<file path="src/rtl/switch_accumulator.sv">
// switch_accumulator_key: debounces one synchronised active-low key and fires a single event per clean press.
module switch_accumulator_key #(
  parameter int DEBOUNCE_CYCLES = 500000
) (
  input  logic clk,
  input  logic reset_n,
  input  logic key,
  output logic fire,
  output logic active
);
  localparam int CW = $clog2(DEBOUNCE_CYCLES + 1);
  localparam logic [CW-1:0] LAST = CW'(DEBOUNCE_CYCLES);
  localparam logic [CW-1:0] ONE = CW'(1);
  typedef enum logic [1:0] {IDLE, ARMING, HELD, RELEASING} state_t;
  state_t state, state_nx;
  logic [CW-1:0] cnt, cnt_nx;
  always_ff @(posedge clk) begin
    if (!reset_n) begin
      state <= IDLE;
      cnt <= '0;
    end else begin
      state <= state_nx;
      cnt <= cnt_nx;
    end
  end
  always_comb begin
    state_nx = state;
    cnt_nx = cnt;
    case (state)
      IDLE: if (!key) begin
        state_nx = ARMING;
        cnt_nx = ONE;
      end
      ARMING: if (key) begin
        state_nx = IDLE;
        cnt_nx = '0;
      end else if (cnt == LAST) begin
        state_nx = HELD;
        cnt_nx = '0;
      end else cnt_nx = cnt + ONE;
      HELD: if (key) begin
        state_nx = RELEASING;
        cnt_nx = ONE;
      end
      RELEASING: if (!key) begin
        state_nx = HELD;
        cnt_nx = '0;
      end else if (cnt == LAST) begin
        state_nx = IDLE;
        cnt_nx = '0;
      end else cnt_nx = cnt + ONE;
      default: begin
        state_nx = IDLE;
        cnt_nx = '0;
      end
    endcase
  end
  always_comb begin
    fire = state == ARMING && !key && cnt == LAST;
    active = state_nx != IDLE;
  end
endmodule

// switch_accumulator: debounced add/subtract of a switch word into a running LED total with sticky overflow.
module switch_accumulator #(
  parameter int DATA_W = 8,
  parameter int ACC_W = 8,
  parameter int DEBOUNCE_CYCLES = 500000,
  parameter int SATURATE = 0
) (
  input  logic              clk_clk,
  input  logic              reset_reset_n,
  input  logic [DATA_W-1:0] switch_export,
  input  logic              accumulate_export,
  input  logic              clear_export,
  input  logic              sub_mode_export,
  output logic [ACC_W-1:0]  led_wire_export,
  output logic              overflow_export,
  output logic              busy_export
);
  logic [DATA_W-1:0] sw_s1, sw_s2;
  logic sub_s1, sub_s2, acc_s1, acc_s2, clr_s1, clr_s2;
  logic acc_fire, acc_active, clr_fire, clr_active;
  logic [ACC_W-1:0] total, total_nx;
  logic [ACC_W:0] operand, sum, diff;
  logic ovf, busy, carry;
  always_ff @(posedge clk_clk) begin
    if (!reset_reset_n) begin
      sw_s1 <= '0;
      sw_s2 <= '0;
      sub_s1 <= 1'b0;
      sub_s2 <= 1'b0;
      acc_s1 <= 1'b1;
      acc_s2 <= 1'b1;
      clr_s1 <= 1'b1;
      clr_s2 <= 1'b1;
    end else begin
      sw_s1 <= switch_export;
      sw_s2 <= sw_s1;
      sub_s1 <= sub_mode_export;
      sub_s2 <= sub_s1;
      acc_s1 <= accumulate_export;
      acc_s2 <= acc_s1;
      clr_s1 <= clear_export;
      clr_s2 <= clr_s1;
    end
  end
  switch_accumulator_key #(.DEBOUNCE_CYCLES(DEBOUNCE_CYCLES)) u_acc_key (
    .clk(clk_clk), .reset_n(reset_reset_n), .key(acc_s2), .fire(acc_fire), .active(acc_active)
  );
  switch_accumulator_key #(.DEBOUNCE_CYCLES(DEBOUNCE_CYCLES)) u_clr_key (
    .clk(clk_clk), .reset_n(reset_reset_n), .key(clr_s2), .fire(clr_fire), .active(clr_active)
  );
  // Carry on add and borrow on subtract both show up in bit ACC_W of the extended result.
  always_comb begin
    operand = {{(ACC_W + 1 - DATA_W){1'b0}}, sw_s2};
    sum = {1'b0, total} + operand;
    diff = {1'b0, total} - operand;
    carry = sub_s2 ? diff[ACC_W] : sum[ACC_W];
    total_nx = (SATURATE != 0 && carry) ? (sub_s2 ? '0 : '1)
                                        : (sub_s2 ? diff[ACC_W-1:0] : sum[ACC_W-1:0]);
  end
  always_ff @(posedge clk_clk) begin
    if (!reset_reset_n) begin
      total <= '0;
      ovf <= 1'b0;
      busy <= 1'b0;
    end else begin
      busy <= acc_active | clr_active;
      if (clr_fire) begin
        total <= '0;
        ovf <= 1'b0;
      end else if (acc_fire) begin
        total <= total_nx;
        ovf <= ovf | carry;
      end
    end
  end
  assign led_wire_export = total;
  assign overflow_export = ovf;
  assign busy_export = busy;
endmodule

</file>
<file path="config.mk">
export PLATFORM = sky130hd
export DESIGN_NAME = switch_accumulator
export DESIGN_NICKNAME = d
export VERILOG_FILES = /design/src/rtl/switch_accumulator.sv
export SDC_FILE = /design/constraint.sdc
export NUM_CORES = 1
export LEC_CHECK = 0
export ABC_AREA = 0
export CAP_MARGIN = 25
export CORE_MARGIN = 2
export CORE_UTILIZATION = 40
export CTS_CLUSTER_SIZE = 28
export DETAILED_ROUTE_END_ITERATION = 12
export GPL_ROUTABILITY_DRIVEN = 1
export PLACE_DENSITY_LB_ADDON = 0.08
export SLEW_MARGIN = 10
export SYNTH_ARGS = -nofsm -noshare
export SYNTH_HDL_FRONTEND = slang
export SYNTH_SLANG_ARGS = --single-unit
export TNS_END_PERCENT = 100
</file>
<file path="constraint.sdc">
create_clock -name clk_clk -period 3.7 [get_ports clk_clk]
set_clock_uncertainty 0.05 [all_clocks]
set_input_delay 0.37 -clock clk_clk [delete_from_list [all_inputs] [get_ports clk_clk]]
set_output_delay 0.37 -clock clk_clk [all_outputs]
set_load 0.01 [all_outputs]
</file>
==> flow_summary.yaml, run 1 <==
final_layout:
  final_cell_mix: "74 x dfxtp_1, 41 x nand2_1, 39 x nor2_1"
  final_core_util_pct: 46.5
  diodes: 0
  final_cells: 612
  area_growth_syn_to_layout_pct: 14.1
  fin_nets: 509
  final_common_cell: "dfxtp_1"
  layout-drive-gt1-share_pct: 8.56
  fillCellCount: 978
grt:
  use_met2_pct: 28.2
  use_met1_pct: 25.2
  use_met3_pct: 3.39
  grt_usage_pct: 18.2
  antenna_found_initial: 0
  grt_pass1_wl_um: 15200
  grt_pass1_vias: 3194
  grt_max_degree: 27
  grt-ovfl-total: 0
  gr-max-usage-layer: "met2"
worst_setup_path:
  path_class: "reg2reg"
  worst_setup_path_start_kind: "register"
  crit_path_end: "u_clr_key.cnt[18]"
  startpoint: "u_clr_key.cnt[1]"
  end_kind: "register"
  cp_max_fo: 7
  r2r_end: "u_clr_key.cnt[18]"
  r2r_start: "u_clr_key.cnt[1]"
  worstPathRequired_ps: 3910
  arrival_ps: 2580
  reg2reg_depth: 7
  reg2reg_slack_ps: 1330
clocking:
  post_cts_buffers: 0
  clk-insertion-delay-late_ps: 350
  cts.path.max_buffers: 2
  htreeDepth: 3
  clk_pin_slew_ps: 80
  cts_tree: "done"
  cts_buffers: 9
  cts_sinks: 74
  holdBufCountCts: 0
  root_buffer: "clkbuf_8"
  post_cts_resized: 0
die:
  rows: 36
  core_area_um2: 9640
  die_w_um: 103
  dieHeight_um: 103
  die_area_um2: 10600
  initial_utilization_pct: 40.7
  io_pins: 23
timing:
  hold_ws_ps: 386
  slew_viol_final: 0
  final-setup-viol-count: 0
  max_freq_mhz: 423
  worst_pin_slew_ps: 938
  hold_viol: 0
  worst_slack_ps: 1330
  rsz0062_at_grt: "no"
  final.min_clock_period_ps: 2370
  tns_ps: 0
  slew_headroom_pct: 37.5
  fin_crit_sh_pct: 64.0
route:
  num_vias: 3305
  drtPass1Iterations: 4
  wl_um: 8790
  wire_per_inst_um: 14.4
  first_iter_violations: 105
  drcViolationCount: 0
  vias_per_cell: 5.40
  ant_nets: 0
place:
  dp_worst_setup_slack_ps: 1380
  place_hpwl_um: 6250
  gp_congestion: 0.844
  place_inst: 596
  port_buffers: 22
logic_synthesis:
  syn_inst: 454
  synthDistinctLibCells: 66
  synth_edf_count: 0
  yosysWarnings: 0
  syn_area_um2: 3930
  synth-seq-area-share_pct: 37.7
  postSynthRegisterBits: 74
  syn_area_per_cell_um2: 8.65
  synth-async-reset-ratio_pct: 0
  synth.net_count: 489
  synth_ff_type: "dfxtp_1"
power_and_ir_drop:
  p_per_area_nw_per_um2: 371
  vdd_drop_max_mv: 0.246
  leakage_nw: 1.63
run:
  cap_violations: 0
worst_hold_path:
  hold_depth: 1
  hp-class: "reg2reg"
run_status:
  status: "finished clean"
Yosys cell counts, types with 3 or more instances:
| cell type | n | share of area [%] |
|---|---|---|
| nand2b_1 | 6 | 0.96 |
| nand4_1 | 8 | 1.3 |
| buf_6 | 4 | 1.1 |
| o211a_1 | 9 | 2.3 |
| mux2i_1 | 3 | 0.76 |
| nor3b_1 | 4 | 0.76 |
| inv_1 | 19 | 1.8 |
| nor2b_1 | 4 | 0.64 |
| or2_2 | 4 | 0.64 |
| nor2_1 | 39 | 3.7 |
| o31ai_1 | 3 | 0.57 |
| a311oi_1 | 11 | 2.5 |
| and3_1 | 6 | 0.96 |
| nor3_1 | 21 | 2.7 |
| clkbuf_1 | 9 | 0.86 |
| nor4b_1 | 5 | 1.1 |
| dfxtp_1 | 74 | 38 |
| a21oi_1 | 35 | 4.5 |
| a211oi_1 | 6 | 1.1 |
| o21ai_0 | 18 | 2.3 |
| xnor2_1 | 9 | 2.0 |
| and2_1 | 25 | 4.0 |
| a31oi_1 | 5 | 0.80 |
| nand2_1 | 41 | 3.9 |
| ha_1 | 20 | 6.4 |
| a41oi_1 | 3 | 0.67 |
| nand3_1 | 14 | 1.8 |
| o21ai_1 | 4 | 0.51 |
power breakdown:
| part | switching, mW | internal (mW) | leakage, nW | total, mW |
|---|---|---|---|---|
| Clock | 0.314 | 0.448 | 0.123 | 0.762 |
| Sequential | 0.0101 | 0.809 | 0.601 | 0.819 |
| Combinational | 0.0476 | 0.0364 | 0.905 | 0.0840 |
flip-flops by register name (all words and copies together) (netlist names):
| signal | flops |
|---|---|
| u_clr_key.state | 2 |
| u_acc_key.state | 2 |
| sw_s1 | 8 |
| clr_s2 | 1 |
| clr_s1 | 1 |
| u_acc_key.cnt | 19 |
| led_wire_export | 8 |
| u_clr_key.cnt | 19 |
| acc_s2 | 1 |
| sub_s1 | 1 |
| sw_s2 | 8 |
| busy_export | 1 |
| overflow_export | 1 |
| acc_s1 | 1 |
| sub_s2 | 1 |
kinds of logic after synthesis:
kind of cell / synth area share (%)
AO/OA/AOI/OAI: 19.8
XOR/XNOR: 2.23
adder cells (fa/ha/maj): 7.39
buffers and inverters: 4.14
flip-flops: 37.7
multiplexers: 0.765
AND/OR/NAND/NOR: 27.9
critical path, stage by stage, from the launching register on:
cell and delay, ps:
dfxtp_1 430, ha_1 240, nand4_1 180, nor3_1 720, nand3_1 190, nor3_1 170, nor2_1 60, a311oi_1 230
stage by stage:
| stage | instance area, µm² | power [mW] |
|---|---|---|
| 5_1_grt | 4480 | 1.74 |
| 3_3_place_gp | 4240 | 0.922 |
| 4_1_cts | 4480 | 1.69 |
| 6_report | 4480 | 1.66 |
| 2_1_floorplan | 3930 | 0.889 |
| 3_5_place_dp | 4240 | 0.923 |
layout make-up:
cell class | count | area [µm²] | area share (%)
clock inverters | 7 | 118 | 2.62
inverters | 20 | 75.1 | 1.68
flip-flops and latches | 74 | 1480 | 33.1
clock buffers | 9 | 124 | 2.76
well taps | 133 | 166 | 3.71
multi-input cells | 345 | 2280 | 50.9
repair buffers | 24 | 235 | 5.25
layer usage:
layer  routed length [µm]  vias to the layer above
met3                  355                       11
met5                    0                        -
met2                 3950                       53
met4                  119                        0
li1                     -                     1685
met1                 4370                     1556
worst min-delay path by stage:
stage	to	from
CTS	sw_s2[6]	sw_s1[6]
finish	sw_s2[6]	sw_s1[6]
detailed placement	sw_s2[6]	sw_s1[6]
global route	sw_s2[2]	sw_s1[2]
floorplan	acc_s2	acc_s1
global placement	sw_s2[4]	sw_s1[4]
No activity file was read; power rests on OpenSTA's default activity.
==> inputs of run 2 (changes only) <==
Clock period 3.7 ns to 2 ns, I/O delays scaled along.
==> flow_summary.yaml, run 2 (same netlist as run 1, synthesis figures left out) <==
run_status:
  status: "finished with violations"
  violations: "negative setup slack"
worst_hold_path:
  hp-class: "in2reg"
  min_from: "clear_export"
clocking:
  cts_tree: "done"
  holdBufCountCts: 0
  htreeDepth: 3
  cts_sinks: 74
  clk-insertion-delay-late_ps: 360
  cts_buffers: 9
  cts.path.max_buffers: 2
  root_buffer: "clkbuf_8"
  clk_pin_slew_ps: 90
die:
  io_pins: 23
  dieHeight_um: 103
  die_w_um: 103
  die_area_um2: 10600
  rows: 36
  initial_utilization_pct: 40.7
  core_area_um2: 9640
place:
  place_inst: 653
  place_hpwl_um: 6820
  port_buffers: 22
  gp_congestion: 0.833
final_layout:
  seq_area_um2: 1490
  fillCellCount: 912
  final_core_util_pct: 54.0
  layout-drive-gt1-share_pct: 28.3
  top_regs: "u_acc_key.cnt: 19 flops, u_clr_key.cnt: 19 flops"
  fin_nets: 578
  final_cells: 681
  area_growth_syn_to_layout_pct: 32.6
  final_common_cell: "buf_4"
  multi_input_area_um2: 2470
  final_cell_mix: "68 x buf_4, 65 x dfxtp_1, 39 x nand2_1"
  diodes: 0
route:
  drtPass1Iterations: 5
  ant_nets: 0
  drcViolationCount: 0
  wire_per_inst_um: 14.1
  first_iter_violations: 61
  num_vias: 3579
  wl_um: 9580
  vias_per_cell: 5.26
worst_setup_path:
  worst_setup_path_start_kind: "register"
  worstPathRequired_ps: 2180
  r2r_start: "u_clr_key.cnt[7]"
  end_kind: "register"
  startpoint: "u_clr_key.cnt[7]"
  path_class: "reg2reg"
  cp_max_fo: 5
  arrival_ps: 2200
grt:
  grt_max_degree: 27
  grt_pass1_wl_um: 15900
  grt_pass1_vias: 3385
  antenna_found_initial: 0
  grt-ovfl-total: 0
  grt_usage_pct: 19.1
timing:
  slew_headroom_pct: 69.6
  worst_pin_slew_ps: 456
  fin_crit_sh_pct: 101
  hold_viol: 0
  slew_viol_final: 0
  worst_slack_ps: -17.6
  final-setup-viol-count: 1
  final.min_clock_period_ps: 2020
  rsz0062_at_grt: "yes"
  max_freq_mhz: 496
run:
  cap_violations: 0
power_and_ir_drop:
  p_per_area_nw_per_um2: 583
  finalPower_mw: 3.03
  leakage_nw: 1.99
  vdd_drop_max_mv: 0.466
[run 2: power breakdown]
part	total (mW)	switching, mW	internal, mW
clock	1.33	0.588	0.738
sequential	1.51	0.0159	1.50
combinational	0.193	0.103	0.0905
[run 2: per-layer routing]
metal,vias up,share of wire [%],GRT usage [%]
li1,1828,-,-
met1,1675,49,24.4
met2,65,45,31.9
met3,11,3.6,4.54
met4,0,1.6,6.07
met5,-,0,0
[run 2: path summary, 6_finish.rpt]
check | cells after the start | slack, ps | to
hold / removal | 2 | 360 | clr_s1
hold reg to reg | 1 | 370 | clr_s2
setup reg to reg | 7 | -20 | u_clr_key.cnt[4]
setup / recovery | 7 | -20 | u_clr_key.cnt[4]
[run 2: timing repair]
item,4_1_cts,5_1_grt
pin swaps,8,22
endpoints found under the setup margin,18,32
setup buffers,4,9
gates resized for setup,14,42
hold endpoints to repair,0,0
[run 2: area by class of cell]
type	instances	share of cell area, %
sequential	74	28.7
multi-input combinational	345	47.5
clock inverter	6	1.73
inverter	20	1.44
clock buffer	10	2.64
tap	133	3.20
timing repair buffer	93	14.9
[run 2: per-stage QoR]
step,setup TNS (ps),hold slack [ps],setup slack (ps),area [µm²]
finish,-17.6,364,-17.6,5200
global route,-375,346,-81.7,5200
CTS,-1.25,351,-1.25,5000
detailed placement,-639,360,-104,4680
global placement,-129,354,-45.7,4680
floorplan,0,223,53.2,3930
[run 2: worst max-delay path: stages (launching register included)]
cell     delay (ps)
dfxtp_2         330
or4b_4          540
nor4_4          320
a21o_2          250
buf_6           130
buf_4           100
o211a_1         120
nor3_1           40
